File: src/rtl/mem_access_ctrl_pkg.sv
// Shared types and constants for the instruction/data memory access controller.
// MISALIGNED_SPLIT_EN adds the DBUS2 state used to split misaligned accesses.
package mem_access_ctrl_pkg;

    localparam int unsigned STARVE_LIMIT_DEF = 4;

    localparam logic [2:0] F3_LB  = 3'b000;
    localparam logic [2:0] F3_LH  = 3'b001;
    localparam logic [2:0] F3_LW  = 3'b010;
    localparam logic [2:0] F3_LBU = 3'b100;
    localparam logic [2:0] F3_LHU = 3'b101;
    localparam logic [2:0] F3_SB  = 3'b000;
    localparam logic [2:0] F3_SH  = 3'b001;
    localparam logic [2:0] F3_SW  = 3'b010;

`ifdef MISALIGNED_SPLIT_EN
    typedef enum logic [1:0] {
        S_IDLE,
        S_IBUS,
        S_DBUS,
        S_DBUS2
    } state_e;
`else
    typedef enum logic [1:0] {
        S_IDLE,
        S_IBUS,
        S_DBUS
    } state_e;
`endif

    function automatic logic f3_ok(input logic we, input logic [2:0] f3);
        logic r;
        if (we) begin
            r = (f3 == F3_SB) || (f3 == F3_SH) || (f3 == F3_SW);
        end else begin
            r = (f3 == F3_LB) || (f3 == F3_LH) || (f3 == F3_LW) ||
                (f3 == F3_LBU) || (f3 == F3_LHU);
        end
        return r;
    endfunction

    function automatic logic f3_misaligned(input logic [2:0] f3, input logic [1:0] off);
        logic r;
        case (f3[1:0])
            2'b01:   r = off[0];
            2'b10:   r = |off;
            default: r = 1'b0;
        endcase
        return r;
    endfunction

endpackage

File: src/rtl/mem_access_ctrl_lane.sv
// mem_lane_gen: byte-enable and write-data steering for store accesses.
// Split accesses shift data across a 64-bit window; half selects the word.
module mem_lane_gen
    import mem_access_ctrl_pkg::*;
(
    input  logic [2:0]  funct3_i,
    input  logic [1:0]  off_i,
    input  logic        half_i,
    input  logic        split_i,
    input  logic [31:0] wdata_i,
    output logic [3:0]  byte_en_o,
    output logic [31:0] wdata_o
);

    logic [3:0]  size_mask;
    logic [31:0] repl;
    logic [7:0]  mask8;
    logic [63:0] data64;
    logic        unused_ok;

    assign unused_ok = funct3_i[2];

    always_comb begin
        size_mask = 4'b0000;
        repl      = '0;
        case (funct3_i[1:0])
            2'b00: begin
                size_mask = 4'b0001;
                repl      = {4{wdata_i[7:0]}};
            end
            2'b01: begin
                size_mask = 4'b0011;
                repl      = {2{wdata_i[15:0]}};
            end
            2'b10: begin
                size_mask = 4'b1111;
                repl      = wdata_i;
            end
            default: ;
        endcase
        mask8     = {4'b0000, size_mask} << off_i;
        data64    = {32'h0, wdata_i} << {off_i, 3'b000};
        byte_en_o = half_i ? mask8[7:4] : mask8[3:0];
        if (split_i) begin
            wdata_o = half_i ? data64[63:32] : data64[31:0];
        end else begin
            wdata_o = repl;
        end
    end

endmodule

File: src/rtl/mem_access_ctrl.sv
// Arbitrates instruction and data ports onto one word bus with starvation guard.
// Define MISALIGNED_SPLIT_EN to split misaligned accesses into two bus words.
module mem_access_ctrl
    import mem_access_ctrl_pkg::*;
#(
    parameter int unsigned STARVE_LIMIT = STARVE_LIMIT_DEF
) (
    input  logic        iCLK,
    input  logic        iRSTn,
    input  logic        iIReq,
    input  logic [31:0] iIAddr,
    output logic        oIAck,
    output logic [31:0] oIRdata,
    input  logic        iDReq,
    input  logic        iDWe,
    input  logic [2:0]  iDFunct3,
    input  logic [31:0] iDAddr,
    input  logic [31:0] iDWdata,
    output logic        oDAck,
    output logic        oDErr,
    output logic [31:0] oDRdata,
    output logic [1:0]  oDAlign,
    output logic        oBReq,
    output logic        oBWe,
    output logic [31:0] oBAddr,
    output logic [31:0] oBWdata,
    output logic [3:0]  oBByteEn,
    input  logic [31:0] iBRdata,
    input  logic        iBAck
);

    localparam int unsigned CW = (STARVE_LIMIT < 1) ? 1 : $clog2(STARVE_LIMIT + 1);
    localparam logic [CW-1:0] LIM = CW'(STARVE_LIMIT);

    state_e        state_q, state_d;
    logic [CW-1:0] starve_q;
    logic [31:0]   addr_q;
    logic          we_q;
    logic [2:0]    f3_q;
    logic [1:0]    off_q;
    logic [31:0]   wdat_q;
    logic [31:0]   rdata_q;
    logic [1:0]    align_q;
    logic          iack_q;
    logic          dack_q;
    logic          derr_q;

    logic          ack_any;
    logic          i_req;
    logic          d_req;
    logic          i_pri;
    logic          gnt_i;
    logic          gnt_d;
    logic          d_bad;
    logic          d_split;
    logic          bus_done;
    logic          lane_half;
    logic          lane_split;
    logic [3:0]    lane_be;
    logic [31:0]   lane_wd;
    logic          unused_ok;

`ifdef MISALIGNED_SPLIT_EN
    logic          split_q;
    logic          half_q;
    logic [31:0]   lo_q;
    logic [63:0]   cat;
    logic [31:0]   merged;

    assign cat        = {iBRdata, lo_q};
    assign merged     = cat[{1'b0, off_q, 3'b000} +: 32];
    assign d_split    = f3_misaligned(iDFunct3, iDAddr[1:0]);
    assign d_bad      = !f3_ok(iDWe, iDFunct3);
    assign lane_half  = half_q;
    assign lane_split = split_q;
`else
    assign d_split    = 1'b0;
    assign d_bad      = !f3_ok(iDWe, iDFunct3) ||
                        f3_misaligned(iDFunct3, iDAddr[1:0]);
    assign lane_half  = 1'b0;
    assign lane_split = 1'b0;
`endif

    assign unused_ok = ^{iIAddr[1:0], d_split};

    // The cycle that presents an ack is a turnaround: no new grant.
    assign ack_any  = iack_q | dack_q;
    assign i_req    = iIReq & ~ack_any;
    assign d_req    = iDReq & ~ack_any;
    assign i_pri    = (starve_q == LIM);
    assign gnt_d    = (state_q == S_IDLE) & d_req & ~(i_req & i_pri);
    assign gnt_i    = (state_q == S_IDLE) & i_req & ~gnt_d;
    assign bus_done = (state_q != S_IDLE) & iBAck;

    mem_lane_gen u_lane (
        .funct3_i  (f3_q),
        .off_i     (off_q),
        .half_i    (lane_half),
        .split_i   (lane_split),
        .wdata_i   (wdat_q),
        .byte_en_o (lane_be),
        .wdata_o   (lane_wd)
    );

    always_ff @(posedge iCLK) begin
        if (!iRSTn) begin
            state_q <= S_IDLE;
        end else begin
            state_q <= state_d;
        end
    end

    always_comb begin
        state_d = state_q;
        unique case (state_q)
            S_IDLE: begin
                if (gnt_i) begin
                    state_d = S_IBUS;
                end else if (gnt_d && !d_bad) begin
                    state_d = S_DBUS;
                end
            end
            S_IBUS: begin
                if (iBAck) state_d = S_IDLE;
            end
            S_DBUS: begin
`ifdef MISALIGNED_SPLIT_EN
                if (iBAck) state_d = split_q ? S_DBUS2 : S_IDLE;
`else
                if (iBAck) state_d = S_IDLE;
`endif
            end
`ifdef MISALIGNED_SPLIT_EN
            S_DBUS2: begin
                if (iBAck) state_d = S_IDLE;
            end
`endif
            default: state_d = S_IDLE;
        endcase
    end

    always_comb begin
        oBReq    = 1'b0;
        oBWe     = 1'b0;
        oBByteEn = 4'h0;
        oBWdata  = '0;
        unique case (state_q)
            S_IBUS: begin
                oBReq    = 1'b1;
                oBByteEn = 4'hF;
            end
`ifdef MISALIGNED_SPLIT_EN
            S_DBUS, S_DBUS2: begin
`else
            S_DBUS: begin
`endif
                oBReq    = 1'b1;
                oBWe     = we_q;
                oBByteEn = we_q ? lane_be : 4'hF;
                oBWdata  = we_q ? lane_wd : '0;
            end
            default: ;
        endcase
    end

    always_ff @(posedge iCLK) begin
        if (!iRSTn) begin
            starve_q <= '0;
            addr_q   <= '0;
            we_q     <= 1'b0;
            f3_q     <= '0;
            off_q    <= '0;
            wdat_q   <= '0;
            rdata_q  <= '0;
            align_q  <= '0;
            iack_q   <= 1'b0;
            dack_q   <= 1'b0;
            derr_q   <= 1'b0;
`ifdef MISALIGNED_SPLIT_EN
            split_q  <= 1'b0;
            half_q   <= 1'b0;
            lo_q     <= '0;
`endif
        end else begin
            iack_q <= 1'b0;
            dack_q <= 1'b0;
            derr_q <= 1'b0;
            if (gnt_i) begin
                starve_q <= '0;
                addr_q   <= {iIAddr[31:2], 2'b00};
                we_q     <= 1'b0;
                f3_q     <= F3_LW;
                off_q    <= 2'b00;
`ifdef MISALIGNED_SPLIT_EN
                split_q  <= 1'b0;
                half_q   <= 1'b0;
`endif
            end
            if (gnt_d) begin
                if (i_req && starve_q != LIM) starve_q <= starve_q + 1'b1;
                if (d_bad) begin
                    dack_q <= 1'b1;
                    derr_q <= 1'b1;
                end else begin
                    addr_q <= {iDAddr[31:2], 2'b00};
                    we_q   <= iDWe;
                    f3_q   <= iDFunct3;
                    off_q  <= iDAddr[1:0];
                    wdat_q <= iDWdata;
`ifdef MISALIGNED_SPLIT_EN
                    split_q <= d_split;
                    half_q  <= 1'b0;
`endif
                end
            end
            if (bus_done) begin
                if (state_q == S_IBUS) begin
                    iack_q  <= 1'b1;
                    rdata_q <= iBRdata;
                end
`ifdef MISALIGNED_SPLIT_EN
                else if (state_q == S_DBUS && split_q) begin
                    lo_q   <= iBRdata;
                    addr_q <= addr_q + 32'd4;
                    half_q <= 1'b1;
                end else if (split_q) begin
                    dack_q  <= 1'b1;
                    rdata_q <= merged;
                    align_q <= 2'b00;
                end
`endif
                else begin
                    dack_q  <= 1'b1;
                    rdata_q <= iBRdata;
                    align_q <= we_q ? 2'b00 : off_q;
                end
            end
        end
    end

    assign oBAddr  = addr_q;
    assign oIAck   = iack_q;
    assign oIRdata = rdata_q;
    assign oDAck   = dack_q;
    assign oDErr   = derr_q;
    assign oDRdata = rdata_q;
    assign oDAlign = align_q;

endmodule
File: config.mk
export PLATFORM = sky130hd
export DESIGN_NAME = mem_access_ctrl
export DESIGN_NICKNAME = d
export VERILOG_FILES = /design/src/rtl/mem_access_ctrl_pkg.sv /design/src/rtl/mem_access_ctrl_lane.sv /design/src/rtl/mem_access_ctrl.sv
export SDC_FILE = /design/constraint.sdc
export NUM_CORES = 1
export LEC_CHECK = 0
export ABC_AREA = 1
export BUFFER_PORTS_ARGS = -buffer_cell sky130_fd_sc_hd__buf_2
export CAP_MARGIN = 20
export CORE_AREA = 5 5 121 123
export CTS_BUF_LIST = sky130_fd_sc_hd__clkbuf_4 sky130_fd_sc_hd__clkbuf_8
export DETAILED_ROUTE_END_ITERATION = 16
export DIE_AREA = 0 0 126 128
export PLACE_DENSITY = 0.8
export SYNTH_ARGS = -nofsm -noshare
export SYNTH_HDL_FRONTEND = slang
export SYNTH_SLANG_ARGS = --single-unit
File: constraint.sdc
create_clock -name iCLK -period 2.3 [get_ports iCLK]
set_clock_uncertainty 0.1 [all_clocks]
set_input_delay 0.115 -clock iCLK [delete_from_list [all_inputs] [get_ports iCLK]]
set_output_delay 0.115 -clock iCLK [all_outputs]
set_load 0.005 [all_outputs]
## Word-level counts from Yosys, hierarchy flattened

Cells that the tools add are included.

| storage, ports and cells | value |
|---|---|
| bits of input ports | 137 |
| output and inout bits | 139 |
| logic and storage cells | 96 |
| register bits after elaboration | 112 |

| operators by class | value |
|---|---|
| bitwise logic cells | 14 |
| reductions and logical operators | 19 |
| add/sub/neg operators | 1 |
| muxes and demuxes | 35 |
| equality and inequality tests | 14 |
| shifts and indexed selects | 1 |

Operators with widths:

| kind | number |
|---|---|
| 32-bit 2-to-1 mux | 5 |
| 32-bit case mux with 3 select lines | 1 |
| 3-bit 2-to-1 mux | 6 |
| 2-bit 2-to-1 mux | 7 |
| 4-bit case mux with 3 select lines | 1 |
| 1-bit 2-to-1 mux | 11 |
| 3-bit equality test, second input constant | 3 |
| 1-bit bitwise AND | 8 |
| 4-bit case mux with 2 select lines | 1 |
| 2-bit AND reduction | 4 |
| 2-bit by 1-bit equality test with 1-bit output, second input constant | 3 |
| 2-bit equality test, second input constant | 3 |
| 1-bit logical OR | 5 |
| 1-bit inverter | 5 |
| 2-bit zero test | 2 |
| 4-bit 2-to-1 mux | 1 |
| 2-bit case mux with 2 select lines | 1 |
| 2-bit OR reduction | 2 |
| 4-bit by 2-bit left shift with 4-bit output | 1 |
| 3-bit by 1-bit adder with 3-bit output, second input constant | 1 |
| 3-bit by 1-bit equality test with 1-bit output, second input constant | 1 |
| 3-bit by 2-bit equality test with 1-bit output, second input constant | 1 |
| 3-bit zero test | 1 |
| 3-bit by 2-bit != test with 1-bit output, second input constant | 1 |
| other kinds (7) | 9 |

## Longest topological paths before layout

Gate-level depths: netlist of run 1.

| logic depth | value |
|---|---|
| depth after elaboration | 13 |
| depth in mapped cells | 13 |
| depth with buffers taken out | 12 |

## Hierarchy

Synthesis of run 1 repeated with hierarchy kept, for this count alone.

| second synthesis, totals | value |
|---|---|
| cell total of the unflattened synthesis | 1,103 |
| area total of the unflattened synthesis | 6,691.4 µm² |

Modules (own cells, without submodules):

| module | sequential area each (µm²) | area each (µm²) | times used | cells an instance |
|---|---|---|---|---|
| mem_access_ctrl | 2,242.2 | 4,888.4 | 1 | 677 |
| mem_lane_gen | 0.0 | 1,803.0 | 1 | 426 |

## Worst setup path before layout of run 1

No wires, ideal clock.

| path | value |
|---|---|
| path type | reg-to-reg |
| start | reg state_q[0] |
| end | reg addr_q[23] (netlist: oBAddr[23]) |
| slack | 0.621 ns |
| period minus slack after synthesis | 1.679 ns |
| buffers on the path | 1 |
| library setup time | 0.117 ns |
| cell stages (with the launch flop) | 11 |
| arrival time | 1.462 ns |
| data required time | 2.083 ns |
| cells stage by stage | dfxtp_1 > inv_1 > ha_1 > nand2_1 > nor2_2 > nand2_2 > nor2_8 > inv_4 > clkbuf_1 > o21ai_0 > nor2_1 |

| between the ends | value |
|---|---|
| word-level cells in the longest chain between the ends | 8 |
| elaborated cells on any way between the ends | 9 |
| those cells by class | 3 x mux; 5 x bitwise; 1 x reduce/logical |

RTL lines:

| item | RTL line | RTL |
|---|---|---|
| start: declaration | mem_access_ctrl.sv:35 | `state_e state_q, state_d;` |
| start signal: assignment | mem_access_ctrl.sv:109 | `state_q <= state_d;` |
| 2-bit zero test (*) | mem_access_ctrl.sv:91, mem_access_ctrl.sv:92 |  |
| 1-bit bitwise AND (2 in a row) | mem_access_ctrl.sv:91 | `assign gnt_d = (state_q == S_IDLE) & d_req & ~(i_req & i_pri);` |
| 1-bit inverter | mem_access_ctrl.sv:92 | `assign gnt_i = (state_q == S_IDLE) & i_req & ~gnt_d;` |
| 1-bit bitwise AND | mem_access_ctrl.sv:92 |  |
| 32-bit 2-to-1 mux | mem_access_ctrl.sv:188 | `if (gnt_i) begin` |
| 32-bit 2-to-1 mux | mem_access_ctrl.sv:201 | `if (d_bad) begin` |
| 32-bit 2-to-1 mux (*) | mem_access_ctrl.sv:199 | `if (gnt_d) begin` |
| end signal: assignment | mem_access_ctrl.sv:190 | `addr_q <= {iIAddr[31:2], 2'b00};` |
| end signal: assignment | mem_access_ctrl.sv:205 | `addr_q <= {iDAddr[31:2], 2'b00};` |
| end: declaration | mem_access_ctrl.sv:37 | `logic [31:0] addr_q;` |

Mark *: on every way between the ends. The rest lies on a longest branch, timed or not.
A chain may end at the register's enable or synchronous reset.

## Final worst setup path of run 1

| path | value |
|---|---|
| start | reg state_q[0] |
| end | out oBWdata[6] |

| between the ends | value |
|---|---|
| word-level cells in the longest chain between the ends | 2 |

RTL lines:

| item | RTL line | RTL |
|---|---|---|
| 2-bit equality test | mem_access_ctrl.sv:147 | `unique case (state_q)` |
| 32-bit 2-to-1 mux | mem_access_ctrl.sv:147 |  |
| end: declaration | mem_access_ctrl.sv:26 | `output logic [31:0] oBWdata,` |

No other way between the ends.

==> metrics.md, run 1 <==
| Metric | Value |
|---|---|
| Status | `finished clean` |
| Min Hold Slack | `22.42 ps` |
| Layout area overhead | `53.31%` |
| Seq/Total Area, Yosys | `41.17%` |
| Final instance area | `between 0.008 and 0.009 mm2` |
| Worst-path clk slew | `110 ps` |
| RSZ-0062 raised after global routing | `false` |
| Max Cap Viol | `0` |
| Fill cells | `1123` |
| Vias in the first global route | `6371` |
| EDFF count, synth | `0` |
| Cell total after placement | `about 1200` |
| DIE AREA | `0.01613 mm2` |
| Startpoint Class | `flip-flop` |
| Seq pwr share | `a little under half` |
| Wirelength, routed | `19170 um` |
| Sink Count | `111` |
| Gp weighted congestion | `0.8640` |
| Dominant cell type by area after synthesis | `dfxtp_1` |
| DRC Markers | `0` |
| Max-slew violation count | `0` |
| Worst path cell trace | `inv_2 > ha_4 > nand2_2 > nor2_4 > buf_4 > clkinvlp_4 > nor3_1 > buf_2` |
| Synth Flop Type | `dfxtp_1` |
| Final setup fails | `0` |
| Placed instance area | `roughly 0.0067 mm2` |
| Post-synthesis average cell area | `roughly 6.7 um2` |
| Crit path time final | `2174 ps` |
| TritonCTS clock tree | `done` |
| Layout cells sized above 1 | `about 29%` |
| Seq. cell area | `0.002222 mm2` |
| First-pass GRT wire length | `around 30000 um` |
| Non-Filler Instances | `approximately 1300` |
| Clock Tree Root | `clkbuf_8` |
| Sw Pwr | `between 1.5 and 2 mW` |
| Post-synth top area share | `41.17%` |
| Crit path largest cell delay | `350 ps` |
| Setup CP Type | `flip-flop to output pin` |
| Proportion of power drawn by combinational gates | `about a third` |
| Number of buffers added on ports | `about 270` |
| Syn Nets | `951` |
| Initial Utilization | `39.81%` |
| Initial antenna violation count | `0` |
| Height of the die | `128 um` |
| Ports | `about 280` |
| Synthesized cell area | `roughly 0.0054 mm2` |
| Critical Path Sink Type | `output pin` |
| Final WS setup | `126.3 ps` |
| Top Metal Used | `met4` |
| P per Cell Area | `620.0 mW/mm2` |
| Pin count of the biggest net entering global routing | `53` |
| Power share of the clock group | `22.4%` |
| Worst IR Drop VDD | `360.8 uV` |
| Yosys warning total | `0` |
| Clock network latency to the later pin of the worst-skew pair | `370 ps` |
| Yosys reg bits | `roughly 110` |
| DRT Pass-1 Iters | `5` |
| Avg WL per Cell | `about 14 um` |
| Width of the die | `126 um` |
| Met2 WL | `9298 um` |
| Crit path max fanout | `8` |
| Remaining antenna violation count | `0` |
| DRT met1 WL | `7507 um` |
| Global route total overflow | `0` |
| Worst hold path class | `input pin to flip-flop` |
| 1st-iter DRT viols | `379` |
| CTS HTree Levels | `3` |
| Int Power | `about 3.3 mW` |
| HPWL after detailed placement | `11770 um` |
| Reg-to-reg slack, setup | `200 ps` |
| WL met3 | `1576 um` |
| TritonCTS buffer count | `9` |
| Worst Tran Pin Value | `roughly 980 ps` |
| Static Leak | `4.413 nW` |
| Post-synth ARST share | `0%` |
| Final hold viol count | `0` |
| Ranking of synthesized cells by area | `dfxtp_1, nor2_1, nand2_1` |
| GRT Total Usage | `a little under a quarter` |
| Fmax | `roughly 460 MHz` |
| Required time worst endpoint | `2090 ps` |
| CTS Buffer Depth | `2` |
| Rows | `43` |
| Power, Total | `~5.1 mW` |
| CP max-delay cell | `dfxtp_1` |
| Crit share post-route | `94.51%` |
| Post-Place Setup Slack | `312.2 ps` |
| Drt via density | `4.861` |
| Final Util | `slightly above 60%` |
| Syn Inst Count | `801` |
| Cell variety after synth | `24` |
| Sw frac | `35.51%` |
| Setup TNS | `0 ps` |
| Relative slew slack | `34.46%` |
| Final nets | `1306` |
| DR vias | `6524` |
| Critical path arrival | `1960 ps` |
| Core Region | `0.01356 mm2` |
| Area of the multi-input gates | `0.002505 mm2` |
[sequential cells by signal, indices dropped and copies added (netlist names), 2 cells and up]
signal    cells
f3_q          2
oBAddr       32
oDAlign       2
oDRdata      32
off_q         2
starve_q      3
state_q       2
wdat_q       32
[cell usage in the layout (no fill, tap or decap), types with 6 or more instances in the layout]
cell type and instances:
nand3_1 7, nor3_1 6, nor2_1 161, nand2_1 155, nor3_2 13, buf_4 12
o21ai_0 114, a21oi_1 32, a31oi_1 8, o22ai_1 9, dlygate4sd3_1 129, dfxtp_1 111
clkbuf_8 9, buf_2 273, ha_1 12, inv_1 81
[path summary, 6_finish.rpt]
kind | from | end | cells past startpoint
worst max-delay path | state_q[0]$_SDFFE_PN0P_ | oBWdata[6] | 8
worst min-delay path | iDFunct3[1] | f3_q[1]$_SDFF_PN0_ | 3
worst max register to register | state_q[1]$_SDFFE_PN0P_ | oBAddr[9]$_SDFF_PN0_ | 12
worst min register to register | oBAddr[0]$_SDFF_PN0_ | oBAddr[0]$_SDFF_PN0_ | 2
[timing repair]
action | in CTS | in global routing
endpoints found under the hold margin | 99 | 0
resized for setup | 3 | 19
buffers inserted | 0 | 4
pin swaps | 0 | 6
hold buffers | 129 | 0
cloned | 1 | 0
endpoints found under the setup margin | 1 | 25
[cells by family after synthesis]
logic type | count (synthesis) | synth area share [%]
flip-flops | 111 | 41.17
AO/OA/AOI/OAI | 163 | 15.51
buffers and inverters | 158 | 14.19
AND/OR/NAND/NOR | 356 | 26.12
adder cells (fa/ha/maj) | 13 | 3.014
[synth_stat cells (all sizes together) (7+ instances only)]
cell and instances:
nor2 167, nand2 159, o21ai 114, dfxtp 111
inv 84, buf 47, a21oi 32, clkbuf 27
nor3 19, ha 13, o22ai 9, a31oi 8
nand3 7
[layout make-up]
class	count	share of cell area [%]
multi-input combinational	532	30.27
antenna	1	0.03024
timing repair inverter	1	0.09072
sequential	111	26.85
clock buffer	9	1.497
clock inverter	7	0.7257
tap	180	2.721
inverter	84	3.886
timing repair buffer	417	33.93
[power groups by stage]
stage | clock network [mW] | registers [mW] | logic (mW)
2_1_floorplan | 0 | 2.35 | 0.924
3_3_place_gp | 0 | 2.35 | 1.40
3_5_place_dp | 0 | 2.35 | 1.41
4_1_cts | 1.18 | 2.31 | 1.59
5_1_grt | 1.24 | 2.35 | 1.85
6_report | 1.15 | 2.33 | 1.66
[worst max-delay path, delay by kind of cell, from the launching register on]
family / cells / cell delay [ps]
simple gates: 3 / 510
flops: 1 / 350
fa+ha+maj: 1 / 160
buf+inv: 4 / 580
[per-layer routing]
| layer | track usage [%] | up-vias |
|---|---|---|
| li1 | - | 3190 |
| met1 | 25.96 | 2925 |
| met2 | 39.12 | 345 |
| met3 | 5.208 | 64 |
| met4 | 11.48 | 0 |
| met5 | 0 | - |
No activity file was read; power rests on OpenSTA's default activity.
==> run 2, diff against run 1 <==
--- a/config.mk
+++ b/config.mk
@@ -8,11 +8,12 @@
 export ABC_AREA = 1
 export BUFFER_PORTS_ARGS = -buffer_cell sky130_fd_sc_hd__buf_2
 export CAP_MARGIN = 20
-export CORE_AREA = 5 5 121 123
+export CORE_AREA = 2 2 118 120
 export CTS_BUF_LIST = sky130_fd_sc_hd__clkbuf_4 sky130_fd_sc_hd__clkbuf_8
 export DETAILED_ROUTE_END_ITERATION = 16
-export DIE_AREA = 0 0 126 128
+export DIE_AREA = 0 0 120 122
 export PLACE_DENSITY = 0.8
+export SLEW_MARGIN = 20
 export SYNTH_ARGS = -nofsm -noshare
 export SYNTH_HDL_FRONTEND = slang
 export SYNTH_SLANG_ARGS = --single-unit
==> metrics.md, run 2 (synthesis gave the netlist of run 1 again) <==
| Metric | Value |
|---|---|
| Non-Filler Instances | `1341` |
| Crit share post-route | `93.25%` |
| Crit path largest cell delay | `380 ps` |
| Max Cap Viol | `0` |
| Crit path time final | `about 2100 ps` |
| Layout cells sized above 1 | `27.33%` |
| DR vias | `6612` |
| Setup CP Type | `flip-flop to output pin` |
| RSZ-0062 raised after global routing | `false` |
| Sink Count | `111` |
| Status | `finished clean` |
| Required time worst endpoint | `2090 ps` |
| Hold path startpoint | `iBAck` |
| Fill cells | `1097` |
| Worst flop-to-flop path startpoint | `state_q[1]$_SDFFE_PN0P_` |
| Fmax | `between 400 and 500 MHz` |
| Global route total overflow | `0` |
| 1st-iter DRT viols | `roughly 360` |
| Vias in the first global route | `6381` |
| HPWL after detailed placement | `10890 um` |
| Width of the die | `around 120 um` |
| GRT Total Usage | `between 20% and 30%` |
| Worst hold path class | `input pin to flip-flop` |
| Relative slew slack | `just under 30%` |
| Most frequent cells in the layout | `buf_2, nor2_1, nand2_1` |
| Critical Path Sink Type | `output pin` |
| Pin count of the biggest net entering global routing | `53` |
| DRC Markers | `0` |
| Avg WL per Cell | `about 14 um` |
| Final nets | `1305` |
| WP buf/inv | `4` |
| Post-Place Setup Slack | `between 300 and 400 ps` |
| CP delay by family, top | `buffers and inverters` |
| Crit path from | `f3_q[0]$_SDFF_PN0_` |
| Setup TNS | `0 ps` |
| Worst IR Drop VDD | `between 400 and 500 uV` |
| Worst path cell trace | `inv_1 > ha_1 > inv_1 > o21ai_0 > nand2_1 > inv_1 > buf_2` |
| P per Cell Area | `634.9 mW/mm2` |
| Final setup fails | `0` |
| Startpoint Class | `flip-flop` |
| Drt via density | `4.931` |
| Worst-path clk slew | `110 ps` |
| Static Leak | `4.397 nW` |
| TritonCTS buffer count | `9` |
| Core Region | `0.01350 mm2` |
| Initial Utilization | `roughly two fifths` |
| CTS HTree Levels | `3` |
| Rows | `43` |
| First-pass GRT wire length | `29220 um` |
| Cell total after placement | `approximately 1200` |
| Layout area overhead | `52.18%` |
| Ports | `~280` |
| Height of the die | `122 um` |
| DRT Pass-1 Iters | `5` |
| Final Util | `between 60% and 70%` |
| Crit path max fanout | `8` |
| Min Hold Slack | `88.18 ps` |
| Clock Tree Root | `clkbuf_8` |
| Gp weighted congestion | `0.8274` |
| CP max-delay cell | `ha_1` |
| Final WS setup | `155.2 ps` |
| Max-slew violation count | `0` |
| Worst Tran Pin Value | `1054 ps` |
| Final hold viol count | `0` |
| Most used cell, CP | `inv_1` |
| Critical path arrival | `1930 ps` |
| TritonCTS clock tree | `done` |
| Number of buffers added on ports | `273` |
| CTS Buffer Depth | `2` |
| Most common cell after layout, fill and taps aside | `buf_2` |
| Wirelength, routed | `18950 um` |
| DIE AREA | `0.01464 mm2` |
| Initial antenna violation count | `1` |
| Clock network latency to the later pin of the worst-skew pair | `380 ps` |
| Remaining antenna violation count | `0` |
## run 2: changes by cell type in the layout (fill, tap and decap cells not counted), moves of 2 or more
cell           previous run  this run
nor3_2                   13         1
nor3_1                    6        18
dlygate4sd3_1           129       131
clkinvlp_4                2         4
inv_6                     5         1
## run 2: final timing paths
check	slack (ps)	end	depth (start not counted)
min reg2reg	340	oBAddr[1]$_SDFF_PN0_	2
max	160	oBWdata[9]	7
min	90	state_q[0]$_SDFFE_PN0P_	6
max reg2reg	250	oDRdata[23]$_SDFFE_PN0P_	6
## run 2: stage by stage
stage | total power, mW | instance area (um2)
after floorplan | 3.279 | 5398
after global placement | 3.735 | 6651
after detailed placement | 3.762 | 6651
after CTS | 5.166 | 8187
after global routing | 5.515 | 8214
final | 5.216 | 8214
## run 2: where the power goes
part / leakage [nW] / switching (mW) / internal [mW] / total [mW]
registers: 0.908 / 0.149 / 2.17 / 2.32
logic: 3.39 / 0.936 / 0.712 / 1.65
clock network: 0.0940 / 0.726 / 0.517 / 1.24
## run 2: worst register-to-register path, stage by stage (launching register included)
cell     delay (ps)
dfxtp_1         360
inv_1           100
ha_1            230
nor2_2           70
inv_1           760
nor2_1          190
nor2_1          190
## run 2: final cells by class
type                       count  area (um2)  share of cell area [%]
sequential                   111        2222                   27.05
inverter                      84       321.6                   3.915
timing repair buffer         417        2800                   34.09
multi-input combinational    532        2437                   29.67
clock buffer                   9       123.9                   1.508
tap                          180       225.2                   2.742
antenna                        1       2.502                 0.03046
clock inverter                 7       81.33                  0.9901
## run 2: timing repair
action,4_1_cts,5_1_grt
endpoints found under the hold margin,100,0
gates resized for setup,1,7
hold buffers,131,0
setup endpoints to repair,1,32
setup buffers,2,0
pin swaps,0,1
## run 2: routing by layer
| metal | up-vias | track usage, % | part of all wire, % |
|---|---|---|---|
| met1 | 3001 | 26.96 | 38 |
| met2 | 354 | 44.57 | 50 |
| met5 | - | 0 | 0 |
| met4 | 0 | 13.68 | 3.9 |
| met3 | 70 | 5.478 | 7.7 |
| li1 | 3187 | - | - |
==> run 3, diff against run 2 <==
--- a/config.mk
+++ b/config.mk
@@ -8,11 +8,13 @@
 export ABC_AREA = 1
 export BUFFER_PORTS_ARGS = -buffer_cell sky130_fd_sc_hd__buf_2
 export CAP_MARGIN = 20
-export CORE_AREA = 2 2 118 120
+export CELL_PAD_IN_SITES_DETAIL_PLACEMENT = 0
+export CELL_PAD_IN_SITES_GLOBAL_PLACEMENT = 1
+export CORE_AREA = 2 2 135 137
 export CTS_BUF_LIST = sky130_fd_sc_hd__clkbuf_4 sky130_fd_sc_hd__clkbuf_8
 export DETAILED_ROUTE_END_ITERATION = 16
-export DIE_AREA = 0 0 120 122
-export PLACE_DENSITY = 0.8
+export DIE_AREA = 0 0 137 139
+export PLACE_DENSITY = 0.88
 export SLEW_MARGIN = 20
 export SYNTH_ARGS = -nofsm -noshare
 export SYNTH_HDL_FRONTEND = slang
==> metrics.md, run 3 (synthesis gave the netlist of run 1 again) <==
| Metric | Value |
|---|---|
| Drt via density | `approximately 4.4` |
| TritonCTS clock tree | `done` |
| Layout cells sized above 1 | `a little over a quarter` |
| Min Hold Slack | `100.6 ps` |
| Setup TNS | `0 ps` |
| Avg WL per Cell | `13.47 um` |
| Most common cell after layout, fill and taps aside | `buf_2` |
| Critical Path Sink Type | `output pin` |
| TritonCTS buffer count | `9` |
| Core Region | `0.01766 mm2` |
| Status | `finished clean` |
| CTS HTree Levels | `3` |
| Crit path max fanout | `7` |
| Most frequent cells in the layout | `buf_2, nor2_1, nand2_1` |
| Width of the die | `137 um` |
| Initial Utilization | `30.57%` |
| Rows | `49` |
| Fill cells | `1780` |
| Layout area overhead | `53.34%` |
| Final setup fails | `0` |
| Global route total overflow | `0` |
| DRC Markers | `0` |
| Critical path arrival | `1920 ps` |
| Relative slew slack | `roughly two thirds` |
| HPWL after detailed placement | `11990 um` |
| Worst IR Drop VDD | `279.2 uV` |
| GRT Total Usage | `about a fifth` |
| Crit share post-route | `between 90% and 100%` |
| Worst flop-to-flop path startpoint | `state_q[0]$_SDFFE_PN0P_` |
| Crit path from | `state_q[0]$_SDFFE_PN0P_` |
| Required time worst endpoint | `2090 ps` |
| Setup CP Type | `flip-flop to output pin` |
| RSZ-0062 raised after global routing | `false` |
| Clock Tree Root | `clkbuf_8` |
| Clock network latency to the later pin of the worst-skew pair | `370 ps` |
| Final hold viol count | `0` |
| Crit path time final | `2137 ps` |
| Pin count of the biggest net entering global routing | `80` |
| Final nets | `roughly 1300` |
| Max-slew violation count | `0` |
| Remaining antenna violation count | `0` |
| Wirelength, routed | `about 19000 um` |
| Startpoint Class | `flip-flop` |
| Number of buffers added on ports | `273` |
| Ports | `between 200 and 300` |
| Max Cap Viol | `0` |
| Height of the die | `139 um` |
| Worst Tran Pin Value | `494.0 ps` |
| Worst hold path class | `input pin to flip-flop` |
| Worst-path clk slew | `110 ps` |
| Static Leak | `4.404 nW` |
| DIE AREA | `0.01904 mm2` |
| Sink Count | `111` |
| Fmax | `approximately 470 MHz` |
| Initial antenna violation count | `1` |
| DR vias | `6134` |
| DRT Pass-1 Iters | `4` |
| P per Cell Area | `612.8 mW/mm2` |
| CTS Buffer Depth | `2` |
| Gp weighted congestion | `0.8352` |
| 1st-iter DRT viols | `295` |
| First-pass GRT wire length | `28880 um` |
| Vias in the first global route | `5858` |
| Hold path startpoint | `iBAck` |
run 3: final cells by class:
type | instances | area, um2 | share of cell area, %
well taps | 229 | 286.5 | 3.462
repair buffers | 415 | 2811 | 33.97
clock inverters | 4 | 31.28 | 0.3779
inverters | 84 | 326.6 | 3.946
multi-input cells | 532 | 2450 | 29.60
flip-flops and latches | 111 | 2223 | 26.86
clock buffers | 11 | 145.1 | 1.754
diodes | 1 | 2.502 | 0.03023
run 3: repair_timing:
| action | CTS | global route |
|---|---|---|
| endpoints found under the hold margin | 100 | 0 |
| pin swaps | 0 | 0 |
| gates cloned | 0 | 0 |
| hold buffers | 130 | 0 |
| setup endpoints to repair | 4 | 81 |
| buffers inserted | 2 | 0 |
| gates resized for setup | 2 | 12 |
run 3: where the power goes:
part	switching, mW	total [mW]	internal [mW]
registers	0.137	2.31	2.17
logic	0.915	1.63	0.717
clock network	0.689	1.13	0.438
total	1.74	5.07	3.33
run 3: final timing paths:
check	slack, ps	cells after the start	end
max	160	8	oBWdata[0]
min	100	6	state_q[0]$_SDFFE_PN0P_
max reg2reg	220	11	oBAddr[24]$_SDFF_PN0_
min reg2reg	330	2	oBAddr[0]$_SDFF_PN0_
run 3: through the flow:
step	cell area (um2)	setup WS [ps]	util [%]	power (mW)	cells
2_1_floorplan	5398	621.1	-	3.279	801
3_3_place_gp	6730	220.6	38.12	3.762	1239
3_5_place_dp	6730	204.3	38.12	3.778	1239
4_1_cts	8229	5.256	46.61	5.116	1386
5_1_grt	8277	9.134	46.88	5.434	1387
6_report	8277	163.3	46.88	5.072	1387
run 3: routing by layer:
metal  vias up  wire (um)  part of all wire [%]  track usage, %
met1      2719       8274                    44           23.87
li1       3181          -                     -               -
met5         -          0                     0               0
met3        33        946                   5.1           3.655
met2       201       8990                    48           31.66
met4         0        467                   2.5           7.434
run 3: critical path, stage by stage (launching register included):
cell,delay (ps)
dfxtp_1,350
inv_1,120
ha_4,170
nand2_2,90
nor2_4,130
clkinvlp_4,90
buf_4,160
nor3_1,260
buf_2,170
